===== config.mk =====
export PLATFORM = sky130hd
export DESIGN_NAME = quad_encoder_counter_flat
export DESIGN_NICKNAME = d
export VERILOG_FILES = /design/src/rtl/quad_encoder_counter_if.sv /design/src/rtl/quad_encoder_counter.sv /design/src/flat_wrapper.sv
export SDC_FILE = /design/constraint.sdc
export NUM_CORES = 1
export LEC_CHECK = 0
export BUFFER_PORTS_ARGS = -buffer_cell sky130_fd_sc_hd__buf_2
export CORE_AREA = 2 2 153 155
export CTS_CLUSTER_DIAMETER = 60
export CTS_CLUSTER_SIZE = 8
export DETAILED_ROUTE_END_ITERATION = 16
export DIE_AREA = 0 0 155 157
export PLACE_DENSITY = 0.51
export SLEW_MARGIN = 25
export SYNTH_ARGS = -nofsm -noshare
export SYNTH_HDL_FRONTEND = slang
export SYNTH_SLANG_ARGS = --single-unit

===== constraint.sdc =====
create_clock -name clk -period 5 [get_ports clk]
set_input_delay 0.25 -clock clk [delete_from_list [all_inputs] [get_ports clk]]
set_output_delay 0.25 -clock clk [all_outputs]
set_load 0.01 [all_outputs]

===== src/rtl/quad_encoder_counter_if.sv =====
// -----------------------------------------------------------------------------
// quad_encoder_counter_if
//   Groups the pin-side inputs and the PIO-side results of one quadrature
//   encoder channel.
//   master : drives the raw encoder pins and the quad-reset (clear) bit,
//            and observes the decoded results.
//   slave  : the encoder counter itself.
//   Signals:
//     enc_a, enc_b : raw encoder channels A/B (asynchronous to clk)
//     clear        : level; high holds position/velocity/error state at 0
//     count        : signed 32-bit position (two's complement)
//     velocity     : signed net steps in the last completed window
//     vel_valid    : one-cycle pulse when velocity updates
//     dir          : direction of the last legal step (1 = up)
//     err          : sticky illegal-transition flag
//     err_cnt      : saturating illegal-transition count
// -----------------------------------------------------------------------------
interface quad_encoder_counter_if;
  logic        enc_a;
  logic        enc_b;
  logic        clear;
  logic [31:0] count;
  logic [31:0] velocity;
  logic        vel_valid;
  logic        dir;
  logic        err;
  logic [7:0]  err_cnt;

  modport master (
    output enc_a, enc_b, clear,
    input  count, velocity, vel_valid, dir, err, err_cnt
  );

  modport slave (
    input  enc_a, enc_b, clear,
    output count, velocity, vel_valid, dir, err, err_cnt
  );
endinterface


===== src/rtl/quad_encoder_counter.sv =====
// -----------------------------------------------------------------------------
// quad_encoder_counter
//   Quadrature encoder front end for one axis. Raw A/B pins are brought into
//   the clk domain with a 2-FF synchroniser, de-glitched by a per-channel
//   stability filter, then X4-decoded into a signed 32-bit position and a
//   windowed velocity. Transitions where both filtered channels change at
//   once are flagged as illegal.
//
//   Pin edge to count update is FILTER_LEN+3 clk cycles:
//     2 (synchroniser) + FILTER_LEN (filter) + 1 (decode/count register).
//
//   Parameters:
//     FILTER_LEN : stable cycles required before a filtered level changes (>=1)
//     VEL_WINDOW : velocity window length in clk cycles (>=2)
//     INVERT_DIR : 1 swaps the count direction
//   Ports:
//     clk   : system clock
//     reset : synchronous, active-high reset
//     bus   : slave side of quad_encoder_counter_if (pins, clear, results)
// -----------------------------------------------------------------------------
module quad_encoder_counter #(
  parameter int FILTER_LEN = 4,
  parameter int VEL_WINDOW = 50000,
  parameter bit INVERT_DIR = 1'b0
) (
  input logic                    clk,
  input logic                    reset,
  quad_encoder_counter_if.slave  bus
);

  // Filter counter only needs to reach FILTER_LEN-1; the cycle that would make
  // it FILTER_LEN is the one that accepts the new level.
  localparam int FCW = (FILTER_LEN < 2) ? 1 : $clog2(FILTER_LEN);
  localparam int WCW = $clog2(VEL_WINDOW);
  localparam logic [FCW-1:0] FLT_LAST = FCW'(FILTER_LEN - 1);
  localparam logic [WCW-1:0] WIN_LAST = WCW'(VEL_WINDOW - 1);

  localparam logic [31:0] STEP_UP   = 32'h0000_0001;
  localparam logic [31:0] STEP_DOWN = 32'hFFFF_FFFF;
  localparam logic [31:0] STEP_NONE = 32'h0000_0000;

  // Maps a Gray-coded {a,b} pair onto its position in the forward sequence
  // 00 -> 01 -> 11 -> 10, so a legal step is a difference of +/-1 modulo 4.
  function automatic logic [1:0] gray_pos(input logic [1:0] ab);
    logic [1:0] pos;
    case (ab)
      2'b00:   pos = 2'd0;
      2'b01:   pos = 2'd1;
      2'b11:   pos = 2'd2;
      2'b10:   pos = 2'd3;
      default: pos = 2'd0;
    endcase
    return pos;
  endfunction

  // Channel index 1 = A, 0 = B throughout.
  logic [1:0]     raw_s;
  logic [1:0]     sync1_r;
  logic [1:0]     sync2_r;
  logic [1:0]     filt_r;
  logic [FCW-1:0] fcnt_r [2];

  logic [1:0]     prev_ab_r;
  logic [1:0]     diff_s;
  logic           step_valid_s;
  logic           illegal_s;
  logic           up_s;
  logic [31:0]    step_s;

  logic [31:0]    count_r;
  logic [31:0]    velocity_r;
  logic [31:0]    acc_r;
  logic [WCW-1:0] win_r;
  logic           vel_valid_r;
  logic           dir_r;
  logic           err_r;
  logic [7:0]     err_cnt_r;

  assign raw_s = {bus.enc_a, bus.enc_b};

  // Two-stage synchroniser for the asynchronous encoder pins.
  always_ff @(posedge clk) begin
    if (reset) begin
      sync1_r <= 2'b00;
      sync2_r <= 2'b00;
    end else begin
      sync1_r <= raw_s;
      sync2_r <= sync1_r;
    end
  end

  // Glitch filter: a channel's level is accepted only after the synchronised
  // value has differed from the filtered one for FILTER_LEN consecutive cycles.
  always_ff @(posedge clk) begin
    if (reset) begin
      filt_r <= 2'b00;
      for (int ch = 0; ch < 2; ch++) begin
        fcnt_r[ch] <= '0;
      end
    end else begin
      for (int ch = 0; ch < 2; ch++) begin
        if (sync2_r[ch] != filt_r[ch]) begin
          if (fcnt_r[ch] == FLT_LAST) begin
            filt_r[ch] <= sync2_r[ch];
            fcnt_r[ch] <= '0;
          end else begin
            fcnt_r[ch] <= fcnt_r[ch] + FCW'(1);
          end
        end else begin
          fcnt_r[ch] <= '0;
        end
      end
    end
  end

  // X4 decode of the filtered pair against the previously seen pair.
  always_comb begin
    diff_s       = gray_pos(filt_r) - gray_pos(prev_ab_r);
    step_valid_s = 1'b0;
    illegal_s    = 1'b0;
    up_s         = 1'b0;
    case (diff_s)
      2'd1: begin
        step_valid_s = 1'b1;
        up_s         = !INVERT_DIR;
      end
      2'd3: begin
        step_valid_s = 1'b1;
        up_s         = INVERT_DIR;
      end
      2'd2: begin
        illegal_s    = 1'b1;
      end
      default: begin
        step_valid_s = 1'b0;
        illegal_s    = 1'b0;
      end
    endcase
    if (step_valid_s) begin
      step_s = up_s ? STEP_UP : STEP_DOWN;
    end else begin
      step_s = STEP_NONE;
    end
  end

  // Decode history follows the filtered pins even during clear, so releasing
  // clear never produces a step from stale history.
  always_ff @(posedge clk) begin
    if (reset) begin
      prev_ab_r <= 2'b00;
    end else begin
      prev_ab_r <= filt_r;
    end
  end

  // Position, direction and illegal-transition bookkeeping; clear beats a step.
  always_ff @(posedge clk) begin
    if (reset) begin
      count_r   <= 32'h0000_0000;
      dir_r     <= 1'b0;
      err_r     <= 1'b0;
      err_cnt_r <= 8'h00;
    end else if (bus.clear) begin
      count_r   <= 32'h0000_0000;
      err_r     <= 1'b0;
      err_cnt_r <= 8'h00;
    end else if (illegal_s) begin
      err_r <= 1'b1;
      if (err_cnt_r != 8'hFF) begin
        err_cnt_r <= err_cnt_r + 8'h01;
      end
    end else if (step_valid_s) begin
      count_r <= count_r + step_s;
      dir_r   <= up_s;
    end
  end

  // Velocity window: the step landing on the final window cycle is folded
  // straight into the published value rather than into the accumulator.
  always_ff @(posedge clk) begin
    if (reset) begin
      velocity_r  <= 32'h0000_0000;
      acc_r       <= 32'h0000_0000;
      win_r       <= '0;
      vel_valid_r <= 1'b0;
    end else if (bus.clear) begin
      velocity_r  <= 32'h0000_0000;
      acc_r       <= 32'h0000_0000;
      win_r       <= '0;
      vel_valid_r <= 1'b0;
    end else if (win_r == WIN_LAST) begin
      velocity_r  <= acc_r + step_s;
      acc_r       <= 32'h0000_0000;
      win_r       <= '0;
      vel_valid_r <= 1'b1;
    end else begin
      acc_r       <= acc_r + step_s;
      win_r       <= win_r + WCW'(1);
      vel_valid_r <= 1'b0;
    end
  end

  assign bus.count     = count_r;
  assign bus.velocity  = velocity_r;
  assign bus.vel_valid = vel_valid_r;
  assign bus.dir       = dir_r;
  assign bus.err       = err_r;
  assign bus.err_cnt   = err_cnt_r;

endmodule


===== src/flat_wrapper.sv =====
// flat-port wrapper written by rule: the top's interface ports become plain ports
module quad_encoder_counter_flat 
#(
  parameter int FILTER_LEN = 4,
  parameter int VEL_WINDOW = 50000,
  parameter bit INVERT_DIR = 1'b0
)
  (clk, reset, bus_enc_a, bus_enc_b, bus_clear, bus_count, bus_velocity, bus_vel_valid, bus_dir, bus_err, bus_err_cnt);
  quad_encoder_counter_if bus_i ();
  input logic clk;
  input logic reset;
  input wire logic [$bits(bus_i.enc_a)-1:0] bus_enc_a;
  input wire logic [$bits(bus_i.enc_b)-1:0] bus_enc_b;
  input wire logic [$bits(bus_i.clear)-1:0] bus_clear;
  output wire logic [$bits(bus_i.count)-1:0] bus_count;
  output wire logic [$bits(bus_i.velocity)-1:0] bus_velocity;
  output wire logic [$bits(bus_i.vel_valid)-1:0] bus_vel_valid;
  output wire logic [$bits(bus_i.dir)-1:0] bus_dir;
  output wire logic [$bits(bus_i.err)-1:0] bus_err;
  output wire logic [$bits(bus_i.err_cnt)-1:0] bus_err_cnt;
  assign bus_i.enc_a = bus_enc_a;
  assign bus_i.enc_b = bus_enc_b;
  assign bus_i.clear = bus_clear;
  assign bus_count = bus_i.count;
  assign bus_velocity = bus_i.velocity;
  assign bus_vel_valid = bus_i.vel_valid;
  assign bus_dir = bus_i.dir;
  assign bus_err = bus_i.err;
  assign bus_err_cnt = bus_i.err_cnt;
  quad_encoder_counter #(.FILTER_LEN(FILTER_LEN), .VEL_WINDOW(VEL_WINDOW), .INVERT_DIR(INVERT_DIR)) u_core (.clk(clk), .reset(reset), .bus(bus_i));
endmodule

Word level (Yosys, flattened, before mapping)
Memories as Yosys holds them, arrays and structs flattened.
Cells that the tools add are included.
{ "op_classes": {"n_addsub": 7, "n_eq_ne": 15, "mux": 38, "bitwise": 8, "n_reduce_logical": 10} }
{ "op_table": {"columns": ["cell", "count"], "rows": [
  ["32-bit adder", 2],
  ["32-bit 2-to-1 mux", 2],
  ["1-bit 2-to-1 mux", 28],
  ["16-bit by 1-bit adder with 16-bit output (second input constant)", 1],
  ["16-bit equality test (second input constant)", 1],
  ["2-bit equality test (second input constant)", 8],
  ["2-bit case mux with 4 select lines", 2],
  ["2-bit 2-to-1 mux", 6],
  ["8-bit by 1-bit adder with 8-bit output (second input constant)", 1],
  ["8-bit inequality test (second input constant)", 1],
  ["2-bit AND reduction", 4],
  ["2-bit by 1-bit equality test with 1-bit output (second input constant)", 3],
  ["1-bit OR", 6],
  ["2-bit by 1-bit adder with 2-bit output (second input constant)", 2],
  ["2-bit zero test", 2],
  ["2-bit OR reduction", 2],
  ["3-bit AND reduction", 1],
  ["3-bit OR reduction", 1],
  ["1-bit inequality test", 2],
  ["1-bit NOT", 2],
  ["2-bit subtractor", 1]
]} }
{ "totals": {"register_bits": 131, "ram_bits": 4, "inputBits": 5, "word_cells": 92, "mem_count": 1} }
{ "memory_table": {"columns": ["name", "words", "width", "rd", "rd_ports_with_merged_regs", "write_ports", "line_no", "rtl"], "rows": [
  ["u_core.fcnt_r", 2, 2, 2, 0, 2, "quad_encoder_counter.sv:61", "logic [FCW-1:0] fcnt_r [2];"]
]} }

Logic depth before layout (Yosys ltp)
{ "depth": {"ltp_word": 8, "ltp_mapped": 20, "ltp_nobuf": 16} }

Worst setup path after synthesis
No wires, ideal clock.
{ "synth_timing": {"path_kind": "flip-flop to flip-flop", "from": "register u_core.filt_r[0]", "to": "register u_core.count_r[30] (netlist: u_core.bus.count[30])", "arrival_ps": 4483, "t_required_ps": 4931, "slack_ps": 449, "path_stages_with_launch": 21, "period_less_slack_ps": 4551, "cell_sequence": "dfxtp_1 -> inv_1 -> ha_1 -> inv_1 -> ha_1 -> clkbuf_1 -> clkinv_1 -> nand2_1 -> buf_2 -> buf_1 -> buf_2 -> xnor2_1 -> ha_1 -> nor3_1 -> nand2_1 -> nor3_1 -> a2bb2oi_1 -> a21oi_1 -> or3_1 -> a2111o_1 -> o21ai_1"} }
{ "synth_between": {"elab_chain_cells": 8, "word_cells_on_any_way": 18, "cone_classes": "2 x add/sub; 6 x eq/ne; 6 x mux; 1 x bitwise; 3 x reduce/logical"} }
{ "synth_rtl": {"columns": ["element", "line_no", "rtl"], "rows": [
  ["start, declared", "quad_encoder_counter.sv:60", "logic [1:0] filt_r;"],
  ["start signal, assigned by index", "quad_encoder_counter.sv:104", "filt_r[ch] <= sync2_r[ch];"],
  ["2-bit equality test (tied with other cells)", "quad_encoder_counter.sv:46", "case (ab)"],
  ["2-bit case mux with 4 select lines (*)", "quad_encoder_counter.sv:46", null],
  ["2-bit subtractor (*)", "quad_encoder_counter.sv:118", "diff_s = gray_pos(filt_r) - gray_pos(prev_ab_r);"],
  ["2-bit equality test / 2-bit by 1-bit equality test with 1-bit output (equally long branches)", "quad_encoder_counter.sv:122", "case (diff_s)"],
  ["2-bit OR reduction (no line) / 1-bit 2-to-1 mux (equally long branches)", null, null],
  ["1-bit 2-to-1 mux / 32-bit 2-to-1 mux (equally long branches)", "quad_encoder_counter.sv:122, quad_encoder_counter.sv:140", null],
  ["32-bit 2-to-1 mux", "quad_encoder_counter.sv:139", "if (step_valid_s) begin"],
  ["32-bit adder", "quad_encoder_counter.sv:173", "count_r <= count_r + step_s;"],
  ["end signal, assigned", "quad_encoder_counter.sv:173", null],
  ["end, declared", "quad_encoder_counter.sv:70", "logic [31:0] count_r;"]
]} }
Mark *: on every way between the ends. The rest lies on a longest branch, timed or not.
A chain may end at the register's enable or synchronous reset.

Final worst setup path
Same ends and word-level chain as after synthesis.

==> results.json <==
{
  "status": "finished clean",
  "netlist-cell-type-count": 78,
  "ir_worst_vdd_mv": 0.2029,
  "synth-warning-count": 0,
  "top_usage_layer": "met2",
  "drc": 0,
  "cts.sinks": 135,
  "ys_seq_area_share_pct": 35.00,
  "synth_top_area_share_pct": 33.47,
  "cts_root_buf": "clkbuf_16",
  "final_antenna_net_count": 0,
  "fmax_ghz": 0.2310,
  "gr-total-overflow": 0,
  "worstSetupStartpointType": "register",
  "synth.area.top_cells": "dfxtp_1 (33%), xnor2_1 (6.6%), nor2_1 (6.5%)",
  "synth_area_sq_um": 7836,
  "async_reset_ff_share_pct": 0,
  "ctsHoldBuffers": 0,
  "num_rows": 55,
  "postSynthAreaPerCell_sq_um": 7.884,
  "fillers": 2354,
  "synth-seq-cells": 135,
  "dieWidth_microns": 155,
  "cp.arrival_ns": 4.68,
  "grt_pass1_wl_mm": 35.86,
  "dp.cells": 1296,
  "synth_edf_count": 4,
  "final_area_sq_um": 8960,
  "ctsResizeCount": 0,
  "final_core_util_pct": 39.82,
  "required_ns": 5.35,
  "core_area_sq_um": 22500,
  "crit_path_end_kind": "register",
  "start_util_pct": 34.82,
  "cts_tree": "built",
  "numCtsBuffers": 17,
  "path_clk_slew_ns": 0.06,
  "ios": 80,
  "period_needed_ns": 4.329,
  "clk_latency_ns": 0.43,
  "worst-setup-path-type": "reg -> reg",
  "multi_input_area_sq_um": 4703,
  "rsz0062_at_grt": "no",
  "hold_viol_final": 0,
  "min_path_type": "in -> reg",
  "leakage_nw": 3.342,
  "syn_to_final_growth_pct": 14.34,
  "maxSlewViolCount": 0,
  "portBuffers": 79,
  "fin_crit_sh_pct": 86.58,
  "layout-drive-gt1-share_pct": 14.00,
  "drtIter0Drc": 618,
  "antenna_found_initial": 0,
  "yosysMostFrequentCell": "nor2_1",
  "layout.cells.non_filler": 1328,
  "worstMarginPinSlew_ns": 0.9150,
  "setup_tns_ns": 0,
  "regArea_sq_um": 2743,
  "gp_congestion": 0.8853,
  "grt_max_degree": 63,
  "synth_top_area_cell": "dfxtp_1",
  "grtUsageTotal_pct": 18.23,
  "cts_max_level": 4,
  "place_area_sq_um": 8371,
  "netlist_instances": 994,
  "final_nets": 1050,
  "finalSetupViolCount": 0,
  "vias_per_cell": 5.497,
  "gr-usage-met1_pct": 23.14,
  "synth_top_flop_cell": "dfxtp_1",
  "grt_pass1_vias": 6923,
  "slew_headroom_pct": 39.00,
  "path_max_fanout": 7,
  "drt_pass1_iterations": 5,
  "cts_max_path_buffers": 2,
  "dieArea_sq_um": 24340,
  "holdWs_ns": 0.03956,
  "use_met3_pct": 3.221,
  "cts_setup_buffers": 0,
  "n_antenna_cell": 0,
  "wire_per_inst_microns": 16.52,
  "dp_hpwl_mm": 15.18,
  "routed_wl_mm": 21.95,
  "vias": 7300,
  "use_met2_pct": 31.53,
  "finClkSkew_ns": 0.01600,
  "synth_common_cells": "nor2_1 (135), dfxtp_1 (131), nand2_1 (84)",
  "p_per_area_nw_per_um2": 267.4,
  "maxCapViolations": 0,
  "fp.dieH_microns": 157
}
==> where the power goes <==
group | total (mW) | switching [mW] | internal [mW]
Sequential | 1.09 | 0.00264 | 1.09
Combinational | 0.0508 | 0.0386 | 0.0121
Clock | 1.26 | 0.502 | 0.755
==> layout by cell type (no fill, tap or decap), drive strengths merged, types with 15 or more instances in the layout <==
cell,n
dfxtp,131
xor2,27
o21ai,33
xnor2,59
and3,25
inv,23
nand4,27
ha,15
nor3,38
clkbuf,20
a21oi,46
nor4,28
nand2,84
nor2b,19
or3,24
nor2,136
nand3,54
mux2i,15
buf,92
==> flip-flops by register name, summed over array words and instances (netlist names) <==
register and count:
u_core.bus.velocity 32, u_core.acc_r 32, u_core.fcnt_r 4, u_core.sync1_r 2, u_core.win_r 16, u_core.bus.dir 1
u_core.bus.count 32, u_core.sync2_r 2, u_core.bus.vel_valid 1, u_core.bus.err 1, u_core.filt_r 2, u_core.prev_ab_r 2
u_core.bus.err_cnt 8
==> per-layer routing <==
layer | routed length [microns] | part of all wire (%) | vias up
met5 | 0 | 0 | -
met2 | 10670 | 49 | 201
met3 | 1124 | 5.1 | 23
met1 | 9829 | 45 | 3438
met4 | 325 | 1.5 | 0
li1 | - | - | 3638
==> layout make-up <==
class                           instances  area share (%)
Inverter                               20          0.8379
Tap cell                              285           3.980
Timing Repair Buffer                   92           5.502
Sequential cell                       135           30.61
Multi-Input combinational cell        764           52.49
Clock inverter                         12           1.592
Clock buffer                           20           4.985
==> worst paths after layout <==
kind / slack [ns] / to / cells past startpoint / startpoint
worst min-delay path: 0.04 / u_core.sync1_r[0]$_SDFF_PP0_ / 2 / bus_enc_b
worst max-delay path: 0.67 / u_core.bus.count[30]$_SDFFE_PP0P_ / 16 / u_core.filt_r[0]$_SDFFE_PP0P_
worst max register to register: 0.67 / u_core.bus.count[30]$_SDFFE_PP0P_ / 16 / u_core.filt_r[0]$_SDFFE_PP0P_
worst min register to register: 0.45 / u_core.sync2_r[0]$_SDFF_PP0_ / 1 / u_core.sync1_r[0]$_SDFF_PP0_
==> critical path, stage by stage (launching register included) <==
cell	delay (ns)
dfxtp_1	0.40
inv_1	0.10
ha_1	0.29
inv_1	0.06
ha_2	0.17
xor3_1	0.43
nand2_1	0.36
xnor2_1	0.12
ha_1	0.25
nor3_1	0.36
nand2_1	0.16
nor3_1	0.19
a2bb2oi_1	0.42
a21oi_1	0.10
or3_1	0.41
a2111o_1	0.36
o21ai_1	0.07
==> logic make-up (layout without fill, tap and decap cells) <==
group / count (synthesis) / after routing / synth area share [%]
compound gates: 165 / 165 / 14.27
xor+xnor: 88 / 88 / 10.22
fa+ha+maj: 15 / 15 / 2.395
buf+inv: 98 / 144 / 5.189
flops: 135 / 135 / 35.00
mux: 16 / 16 / 2.060
other cells: 1 / 4 / 0.04785
simple gates: 476 / 476 / 30.82
==> through the flow <==
step	power (mW)	worst slack, ns
finish	2.396	0.6708
global placement	1.163	0.8435
floorplan	1.146	0.4485
global route	2.479	0.3844
CTS	2.433	0.6904
detailed placement	1.164	0.7404
Note: power is estimated with default switching activity, not from simulation.
